==> config.mk <==
export PLATFORM = sky130hd
export DESIGN_NAME = vec_mem_seq
export DESIGN_NICKNAME = d
export VERILOG_FILES = /design/src/rtl/vec_mem_seq.sv
export SDC_FILE = /design/constraint.sdc
export NUM_CORES = 1
export LEC_CHECK = 0
export ABC_AREA = 1
export CORE_UTILIZATION = 40
export CTS_BUF_LIST = sky130_fd_sc_hd__clkbuf_8 sky130_fd_sc_hd__clkbuf_16
export DETAILED_ROUTE_END_ITERATION = 6
export DONT_BUFFER_PORTS = 1
export GPL_TIMING_DRIVEN = 0
export PLACE_DENSITY = 0.58
export SETUP_SLACK_MARGIN = 0.4
export SLEW_MARGIN = 5
export SYNTH_ARGS = -nofsm -noshare
export SYNTH_HDL_FRONTEND = slang
export SYNTH_SLANG_ARGS = --single-unit
==> constraint.sdc <==
create_clock -name clk -period 13.8 [get_ports clk]
set_input_delay 2.07 -clock clk [delete_from_list [all_inputs] [get_ports clk]]
set_output_delay 2.07 -clock clk [all_outputs]
set_load 0.02 [all_outputs]
==> src/rtl/vec_mem_seq.sv <==
// Four-lane vector load/store sequencer: walks lanes 0..3 in order, issuing one memory request per enabled lane.
// Optional macro VMEM_ALIGN_CHK_EN skips misaligned enabled lanes and raises a sticky misalign flag.
module vec_mem_seq #(
    parameter int VLEN  = 128,
    parameter int width = 32
) (
    input  logic             clk,
    input  logic             rst,
    input  logic             start,
    input  logic             is_store,
    input  logic [VLEN-1:0]  addr_vec,
    input  logic [3:0]       elem_en,
    input  logic [VLEN-1:0]  st_data,
    output logic [VLEN-1:0]  ld_data,
    output logic             busy,
    output logic             done,
    output logic             mem_req,
    output logic             mem_we,
    output logic [width-1:0] mem_addr,
    output logic [width-1:0] mem_wdata,
    input  logic [width-1:0] mem_rdata,
    input  logic             mem_ack,
    output logic             misalign
);

    typedef enum logic [1:0] {
        S_IDLE = 2'd0,
        S_ELEM = 2'd1,
        S_DONE = 2'd2
    } state_t;

    state_t            state_q, state_d;
    logic [1:0]        idx_q, idx_d;
    logic              is_store_q, is_store_d;
    logic [VLEN-1:0]   addr_q, addr_d;
    logic [3:0]        en_q, en_d;
    logic [VLEN-1:0]   wdata_q, wdata_d;
    logic [VLEN-1:0]   ld_q, ld_d;

    logic              accept_s;
    logic              lane_en_s;
    logic              lane_bad_s;
    logic              lane_req_s;
    logic              step_s;
    logic [width-1:0]  lane_addr_s;
    logic [width-1:0]  lane_wdata_s;

    function automatic logic [width-1:0] lane_sel(input logic [VLEN-1:0] vec, input logic [1:0] idx);
        logic [width-1:0] r;
        case (idx)
            2'd0:    r = vec[width-1:0];
            2'd1:    r = vec[2*width-1:width];
            2'd2:    r = vec[3*width-1:2*width];
            2'd3:    r = vec[4*width-1:3*width];
            default: r = {width{1'b0}};
        endcase
        return r;
    endfunction

    // Current-lane decode shared by the FSM and the datapath.
    always_comb begin
        accept_s     = (state_q == S_IDLE) && start;
        lane_addr_s  = lane_sel(addr_q, idx_q);
        lane_wdata_s = lane_sel(wdata_q, idx_q);
        lane_en_s    = en_q[idx_q];
`ifdef VMEM_ALIGN_CHK_EN
        lane_bad_s   = (lane_addr_s[1:0] != 2'b00);
`else
        lane_bad_s   = 1'b0;
`endif
        lane_req_s   = (state_q == S_ELEM) && lane_en_s && !lane_bad_s;
        // A lane with no request retires in one cycle; a requested lane waits for its ack.
        step_s       = (state_q == S_ELEM) && (!lane_req_s || mem_ack);
    end

    // FSM state register.
    always_ff @(posedge clk or posedge rst) begin
        if (rst) begin
            state_q <= S_IDLE;
        end else begin
            state_q <= state_d;
        end
    end

    // FSM next-state logic.
    always_comb begin
        state_d = state_q;
        case (state_q)
            S_IDLE: begin
                if (start) begin
                    state_d = S_ELEM;
                end else begin
                    state_d = S_IDLE;
                end
            end
            S_ELEM: begin
                if (step_s && (idx_q == 2'd3)) begin
                    state_d = S_DONE;
                end else begin
                    state_d = S_ELEM;
                end
            end
            S_DONE:  state_d = S_IDLE;
            default: state_d = S_IDLE;
        endcase
    end

    // FSM outputs and memory interface drive.
    always_comb begin
        busy      = (state_q != S_IDLE);
        done      = (state_q == S_DONE);
        mem_req   = lane_req_s;
        mem_we    = lane_req_s && is_store_q;
        ld_data   = ld_q;
        if (lane_req_s) begin
            mem_addr = lane_addr_s;
        end else begin
            mem_addr = {width{1'b0}};
        end
        if (lane_req_s && is_store_q) begin
            mem_wdata = lane_wdata_s;
        end else begin
            mem_wdata = {width{1'b0}};
        end
    end

    // Datapath next-state: latch operands on accept, collect load lanes as they complete.
    always_comb begin
        idx_d      = idx_q;
        is_store_d = is_store_q;
        addr_d     = addr_q;
        en_d       = en_q;
        wdata_d    = wdata_q;
        ld_d       = ld_q;
        if (accept_s) begin
            idx_d      = 2'd0;
            is_store_d = is_store;
            addr_d     = addr_vec;
            en_d       = elem_en;
            wdata_d    = st_data;
            ld_d       = {VLEN{1'b0}};
        end else if (step_s) begin
            idx_d = idx_q + 2'd1;
            if (lane_req_s && !is_store_q) begin
                for (int i = 0; i < 4; i++) begin
                    if (idx_q == 2'(i)) begin
                        ld_d[i*width +: width] = mem_rdata;
                    end else begin
                        ld_d[i*width +: width] = ld_q[i*width +: width];
                    end
                end
            end else begin
                ld_d = ld_q;
            end
        end else begin
            idx_d = idx_q;
        end
    end

    // Datapath registers.
    always_ff @(posedge clk or posedge rst) begin
        if (rst) begin
            idx_q      <= 2'd0;
            is_store_q <= 1'b0;
            addr_q     <= {VLEN{1'b0}};
            en_q       <= 4'b0000;
            wdata_q    <= {VLEN{1'b0}};
            ld_q       <= {VLEN{1'b0}};
        end else begin
            idx_q      <= idx_d;
            is_store_q <= is_store_d;
            addr_q     <= addr_d;
            en_q       <= en_d;
            wdata_q    <= wdata_d;
            ld_q       <= ld_d;
        end
    end

`ifdef VMEM_ALIGN_CHK_EN
    logic misalign_q, misalign_d;

    // Sticky misalign flag, cleared only by an accepted start.
    always_comb begin
        if (accept_s) begin
            misalign_d = 1'b0;
        end else if (step_s && lane_en_s && lane_bad_s) begin
            misalign_d = 1'b1;
        end else begin
            misalign_d = misalign_q;
        end
    end

    // Misalign flag register.
    always_ff @(posedge clk or posedge rst) begin
        if (rst) begin
            misalign_q <= 1'b0;
        end else begin
            misalign_q <= misalign_d;
        end
    end

    assign misalign = misalign_q;
`else
    assign misalign = 1'b0;
`endif

endmodule

==> results of run 1 <==
-- cells by family after synthesis --
| family | count (synthesis) | synth area share, % |
|---|---|---|
| buffers and inverters | 156 | 4.93 |
| AO/OA/AOI/OAI | 100 | 4.26 |
| AND/OR/NAND/NOR | 643 | 17.2 |
| flip-flops | 393 | 56.6 |
| other | 1 | 0.0216 |
| multiplexers | 259 | 16.8 |
| adder cells (fa/ha/maj) | 4 | 0.288 |
-- registers in the layout, indices dropped and copies added (netlist names) --
signal,flops
is_store_q,1
state_q,2
addr_q,128
idx_q,2
en_q,4
wdata_q,128
ld_data,128
-- metrics by stage --
step | TNS, ns | setup WS [ns] | util, % | area [um^2]
after floorplan | 0 | 0.804 | - | 17400
after global placement | -1395.10 | -3.61 | 42.2 | 18100
after detailed placement | 0 | 8.90 | 42.4 | 18200
after CTS | 0 | 8.26 | 45.7 | 19600
after global routing | 0 | 8.11 | 45.8 | 19700
final | 0 | 8.26 | 45.8 | 19700
-- routing by layer --
layer | part of all wire, % | routed length [um] | GRT usage [%] | vias to the layer above
met5 | 0.084 | 48 | 0 | -
met4 | 2.8 | 1570 | 9.22 | 10
met3 | 8.3 | 4710 | 7.43 | 103
met2 | 49 | 27800 | 42.2 | 510
met1 | 40 | 22700 | 31.0 | 6548
li1 | - | - | - | 5649
-- cells in the final DEF (no fill, tap or decap) --
| master | Yosys | routed |
|---|---|---|
| buf_8 | 1 | 1 |
| nor2_1 | 71 | 71 |
| nor3_1 | 31 | 31 |
| diode_2 | 0 | 12 |
| nand3_1 | 133 | 133 |
| conb_1 | 1 | 1 |
| nand2_1 | 269 | 269 |
| buf_6 | 15 | 15 |
| clkbuf_1 | 44 | 44 |
| nor2_2 | 1 | 1 |
| mux2_1 | 129 | 129 |
| ha_1 | 4 | 4 |
| dfrtp_1 | 393 | 393 |
| nand2_2 | 2 | 2 |
| clkinvlp_4 | 0 | 1 |
| a21oi_1 | 2 | 2 |
| mux2_2 | 130 | 130 |
| clkinv_2 | 0 | 5 |
| inv_8 | 0 | 1 |
| nand4_1 | 132 | 132 |
| nor3_2 | 1 | 1 |
| clkbuf_8 | 0 | 7 |
| buf_2 | 46 | 46 |
| clkbuf_16 | 0 | 45 |
| inv_2 | 3 | 3 |
| nand3_2 | 1 | 1 |
| nor2_4 | 2 | 2 |
| inv_1 | 12 | 25 |
| buf_16 | 0 | 3 |
| inv_6 | 0 | 1 |
| o21ai_0 | 34 | 34 |
| bufinv_16 | 0 | 4 |
| buf_1 | 11 | 11 |
| buf_4 | 24 | 24 |
| a221oi_1 | 64 | 64 |
-- path summary, 6_finish.rpt --
check / start / endpoint / depth (start not counted)
setup reg to reg: idx_q[0]$_DFFE_PP0P_ / ld_data[105]$_DFFE_PP0P_ / 6
max in group asynchronous: rst / addr_q[81]$_DFFE_PP0P_ / 3
hold / removal: addr_q[8]$_DFFE_PP0P_ / addr_q[8]$_DFFE_PP0P_ / 1
hold reg to reg: addr_q[8]$_DFFE_PP0P_ / addr_q[8]$_DFFE_PP0P_ / 1
setup / recovery: idx_q[0]$_DFFE_PP0P_ / mem_wdata[3] / 8
min in group asynchronous: rst / wdata_q[11]$_DFFE_PP0P_ / 1
-- where the power goes --
group          total [mW]  switching (mW)  internal, mW
clock                1.18           0.477         0.700
combinational        1.88            1.18         0.695
sequential           2.15           0.474          1.67
total                5.20            2.13          3.07
-- critical path: cells and delay by family, from the launching register on --
family,cells,cell delay (ns)
and+or+nand+nor,2,0.78
adders and majority gates,1,0.21
DFF,1,0.48
buffers and inverters,5,1.44
-- cell type report --
| type | instances | area, um^2 |
|---|---|---|
| Antenna cell | 12 | 30.0 |
| Timing Repair Buffer | 3 | 82.6 |
| Fill cell | 4103 | 23300 |
| Clock buffer | 52 | 1220 |
| Tap cell | 585 | 732 |
| Buffer | 141 | 801 |
| Clock inverter | 25 | 214 |
| Inverter | 15 | 63.8 |
| Sequential cell | 393 | 9830 |
| Multi-Input combinational cell | 1007 | 6700 |
==> impl_metrics.toml, run 1 <==
[run_status]
status = "finished clean"

[floorplanning]
io_pins = 494
die_y_um = 210
core-area_um2 = 43000
num_rows = 76
dieArea_um2 = 44300
die_w_um = 210
start_util_pct = 40.5

[synthesis]
async_flop_share_pct = 100
yosys_warnings = 0
synthMostInstantiatedCell = "dfrtp_1"
ys_top_cells_by_area = "dfrtp_1, mux2_2, mux2_1, nand2_1, nand4_1"
ys_top_cells_by_count = "dfrtp_1, nand2_1, nand3_1, nand4_1, mux2_2"
syn_area_um2 = 17400
synth_cells = 1556
synth_top_cell_by_area = "dfrtp_1"
syn_nets = 1857
synth-edff-count = 0
synth_ff_type = "dfrtp_1"
ys_seq_elements = 393
avgSynthCellArea_um2 = 11.2
ys_types = 26
synth_top_area_share_pct = 56.6
yosysSeqAreaShare_pct = 56.6

[global_routing]
grt_pass1_wl_mm = 83.7
grt_pass1_vias = 12900
antenna_found_initial = 17
overflow = 0
grt_start_max_net_pins = 119
grt_usage_pct = 25.3

[placement]
dp_hpwl_mm = 41.8
routabilityCongestion = 0.866
portBuffers = 0
place_inst = 2144

[sta]
maxSlewHeadroom_pct = 34.2
worst_pin_slew_ns = 0.979
skew_ns = 0.0129
fin_hold_ws_ns = 0.483
maxClockFrequency_ghz = 0.181
post-route-period-util_pct = 40.1
hold_viol = 0
rsz0062_at_grt = "false"
slew_viol_final = 0
fin_crit_ns = 5.54
setup_viol = 0

[critical_path]
arrival_ns = 3.47
cp_common_cell = "clkbuf_1"
required_ns = 11.73
slowest_delay_ns = 0.70
end_kind = "primary output"
worstPathCellList = "inv_2 > ha_1 > clkbuf_1 > inv_1 > buf_2 > clkbuf_1 > nor2_1 > nor3_1"
path_class = "register to primary output"
cp_max_fo = 10
crit_path_start_kind = "register"
critPathSlowestCell = "nor3_1"
r2r_slack_ns = 11.38

[worst_hold_path]
min_path_type = "register to register"

[cells_and_area]
fin_nets = 1905
stdcell_count = 2233
area_delta_synth_final_pct = 13.2
drive_gt1_share_pct = 17.9

[pwr]
ir_worst_vdd_uv = 133
power.density_nw_per_um2 = 264
p_leak_nw = 9.10
post-layout-total-power_mw = 5.20

[drt]
num_vias = 12800
wire_per_inst_um = 25.5
drt_iter0_drc = 1026
drcViolationCount = 0
via_per_inst = 5.74
firstDrtPassIters = 5
drt-total-wl_mm = 56.9
ant_nets = 0

[cts]
clk_path_buf_depth = 3
clock-sinks = 393
clkLatencyLatePin_ns = 0.57
cts_tree = "built"
post_cts_resized = 0
cts_hold_buf = 0
ctsHtreeMaxLevel = 2
cts-root-buf = "clkbuf_16"
clkSlewWorstSetupHoldPaths_ns = 0.07
cts_buffers = 43
postCtsSetupBuffers = 0

[run]
cap_viol_max_count = 0
(Power assumes the default switching activity.)
==> run 2: changes to the inputs <==
- PLACE_DENSITY: 0.58 -> 0.56
- clock period: 13.8 -> 5.4 ns (I/O delays scaled with it)
==> impl_metrics.toml, run 2 (synthesis gave the netlist of run 1 again) <==
[drt]
via_per_inst = 5.72
drt-total-wl_mm = 57.3
drcViolationCount = 0
drt_iter0_drc = 884
wire_per_inst_um = 25.6
ant_nets = 0
num_vias = 12800
firstDrtPassIters = 5

[critical_path]
r2r_cells = 6
required_ns = 4.59
slowest_delay_ns = 0.69
arrival_ns = 3.44
worstPathCellList = "inv_2 > ha_1 > clkbuf_1 > inv_1 > buf_2 > clkbuf_1 > nor2_1 > nor3_1"
crit_path_start_kind = "register"
cp_top_family = "buffers and inverters"
end_kind = "primary output"
cp_common_cell = "clkbuf_1"
path_class = "register to primary output"
path_buf_inv = 5
r2r_slack_ns = 2.95
timing.rr.start = "idx_q[0]$_DFFE_PP0P_"
cp_max_fo = 10
rr_endpoint = "ld_data[104]$_DFFE_PP0P_"
critPathSlowestCell = "nor3_1"

[floorplanning]
die_w_um = 210
core-area_um2 = 43000
num_rows = 76
start_util_pct = 40.5
die_y_um = 210
dieArea_um2 = 44300
io_pins = 494

[global_routing]
grt_start_max_net_pins = 40
overflow = 0
grt_pass1_vias = 13000
grt_usage_pct = 25.5
antenna_found_initial = 25
grt_pass1_wl_mm = 84.4

[cts]
clkLatencyLatePin_ns = 0.57
ctsHtreeMaxLevel = 2
cts-root-buf = "clkbuf_16"
cts_tree = "built"
post_cts_resized = 0
cts_hold_buf = 0
postCtsSetupBuffers = 0
clk_path_buf_depth = 3
clock-sinks = 393
clkSlewWorstSetupHoldPaths_ns = 0.06
cts_buffers = 44

[sta]
maxClockFrequency_ghz = 0.235
hold_viol = 0
slew_viol_final = 0
fin_crit_ns = 4.25
fin_hold_ws_ns = 0.146
rsz0062_at_grt = "false"
maxSlewHeadroom_pct = 37.0
setup_viol = 0
worst_pin_slew_ns = 0.945
skew_ns = 0.0104
post-route-period-util_pct = 78.7
setup_slack_ns = 1.15
tns_ns = 0

[pwr]
p_int_mw = 7.85
p_leak_nw = 9.14
ir_worst_vdd_uv = 329
switchingPower_mw = 5.45
clkPwrFrac_pct = 22.6
switching_share_pct = 41.0
combPwrFrac_pct = 36.1
seq_power_share_pct = 41.2
power.density_nw_per_um2 = 671

[placement]
portBuffers = 0
dp_worst_setup_slack_ns = 1.67
dp_hpwl_mm = 42.6
routabilityCongestion = 0.888

[worst_hold_path]
min_path_type = "input port to async pin"

[cells_and_area]
drive_gt1_share_pct = 18.6
layout_common_cells = "dfrtp_1, nand2_1, nand3_1"
multi_input_area_um2 = 6700
fillers = 4052
mostFrequentLayoutCell = "dfrtp_1"
area_delta_synth_final_pct = 14.1
fin_nets = 1915
seqCellArea_um2 = 9830

[run]
cap_viol_max_count = 0

[run_status]
status = "finished clean"
-- run 2: cell types whose count changed in the layout (fill, tap and decap cells not counted), moves of 2 or more --
cell	before	now
clkinvlp_4	1	3
buf_12	0	12
inv_1	25	18
buf_16	3	0
clkbuf_8	7	11
diode_2	12	14
-- run 2: stage by stage --
stage | power, mW | util (%) | cell area (um^2) | cells
after floorplan | 8.82 | - | 17400 | 1556
after global placement | 10.2 | 42.2 | 18100 | 2141
after detailed placement | 10.4 | 42.7 | 18400 | 2153
after CTS | 13.4 | 46.1 | 19800 | 2226
final | 13.3 | 46.1 | 19800 | 2240
after global routing | 14.1 | 46.1 | 19800 | 2238
-- run 2: worst max-delay path by stage --
stage / startpoint / to / slack (ns) / cells past startpoint
after floorplan: rst / addr_q[0]$_DFFE_PP0P_ / -0.70 / 1
after global placement: rst / addr_q[48]$_DFFE_PP0P_ / -2.98 / 1
after detailed placement: idx_q[0]$_DFFE_PP0P_ / mem_wdata[8] / 1.67 / 8
after CTS: idx_q[0]$_DFFE_PP0P_ / mem_wdata[8] / 1.05 / 8
after global routing: idx_q[0]$_DFFE_PP0P_ / mem_wdata[3] / 0.99 / 8
final: idx_q[0]$_DFFE_PP0P_ / mem_wdata[3] / 1.15 / 8
-- run 2: area by class of cell --
cell class	instances	share of cell area, %
tap	585	3.69
sequential	393	49.6
timing repair buffer	12	1.21
multi-input combinational	1007	33.8
clock buffer	56	6.44
inverter	15	0.303
clock inverter	17	0.789
buffer	141	4.04
antenna	14	0.177
-- run 2: power by group through the flow --
stage	registers, mW	clock network (mW)	logic [mW]
final	5.48	3.01	4.81
after global routing	5.63	3.18	5.27
after CTS	5.48	3.07	4.87
after detailed placement	5.52	0	4.85
after global placement	5.48	0	4.75
after floorplan	5.22	0	3.60
-- run 2: layer usage --
layer	track usage [%]	wire length [um]	share of wire [%]
met1	30.5	22100	39
met2	42.6	27900	49
met3	8.54	5340	9.3
met4	9.52	1780	3.1
met5	0	116	0.20
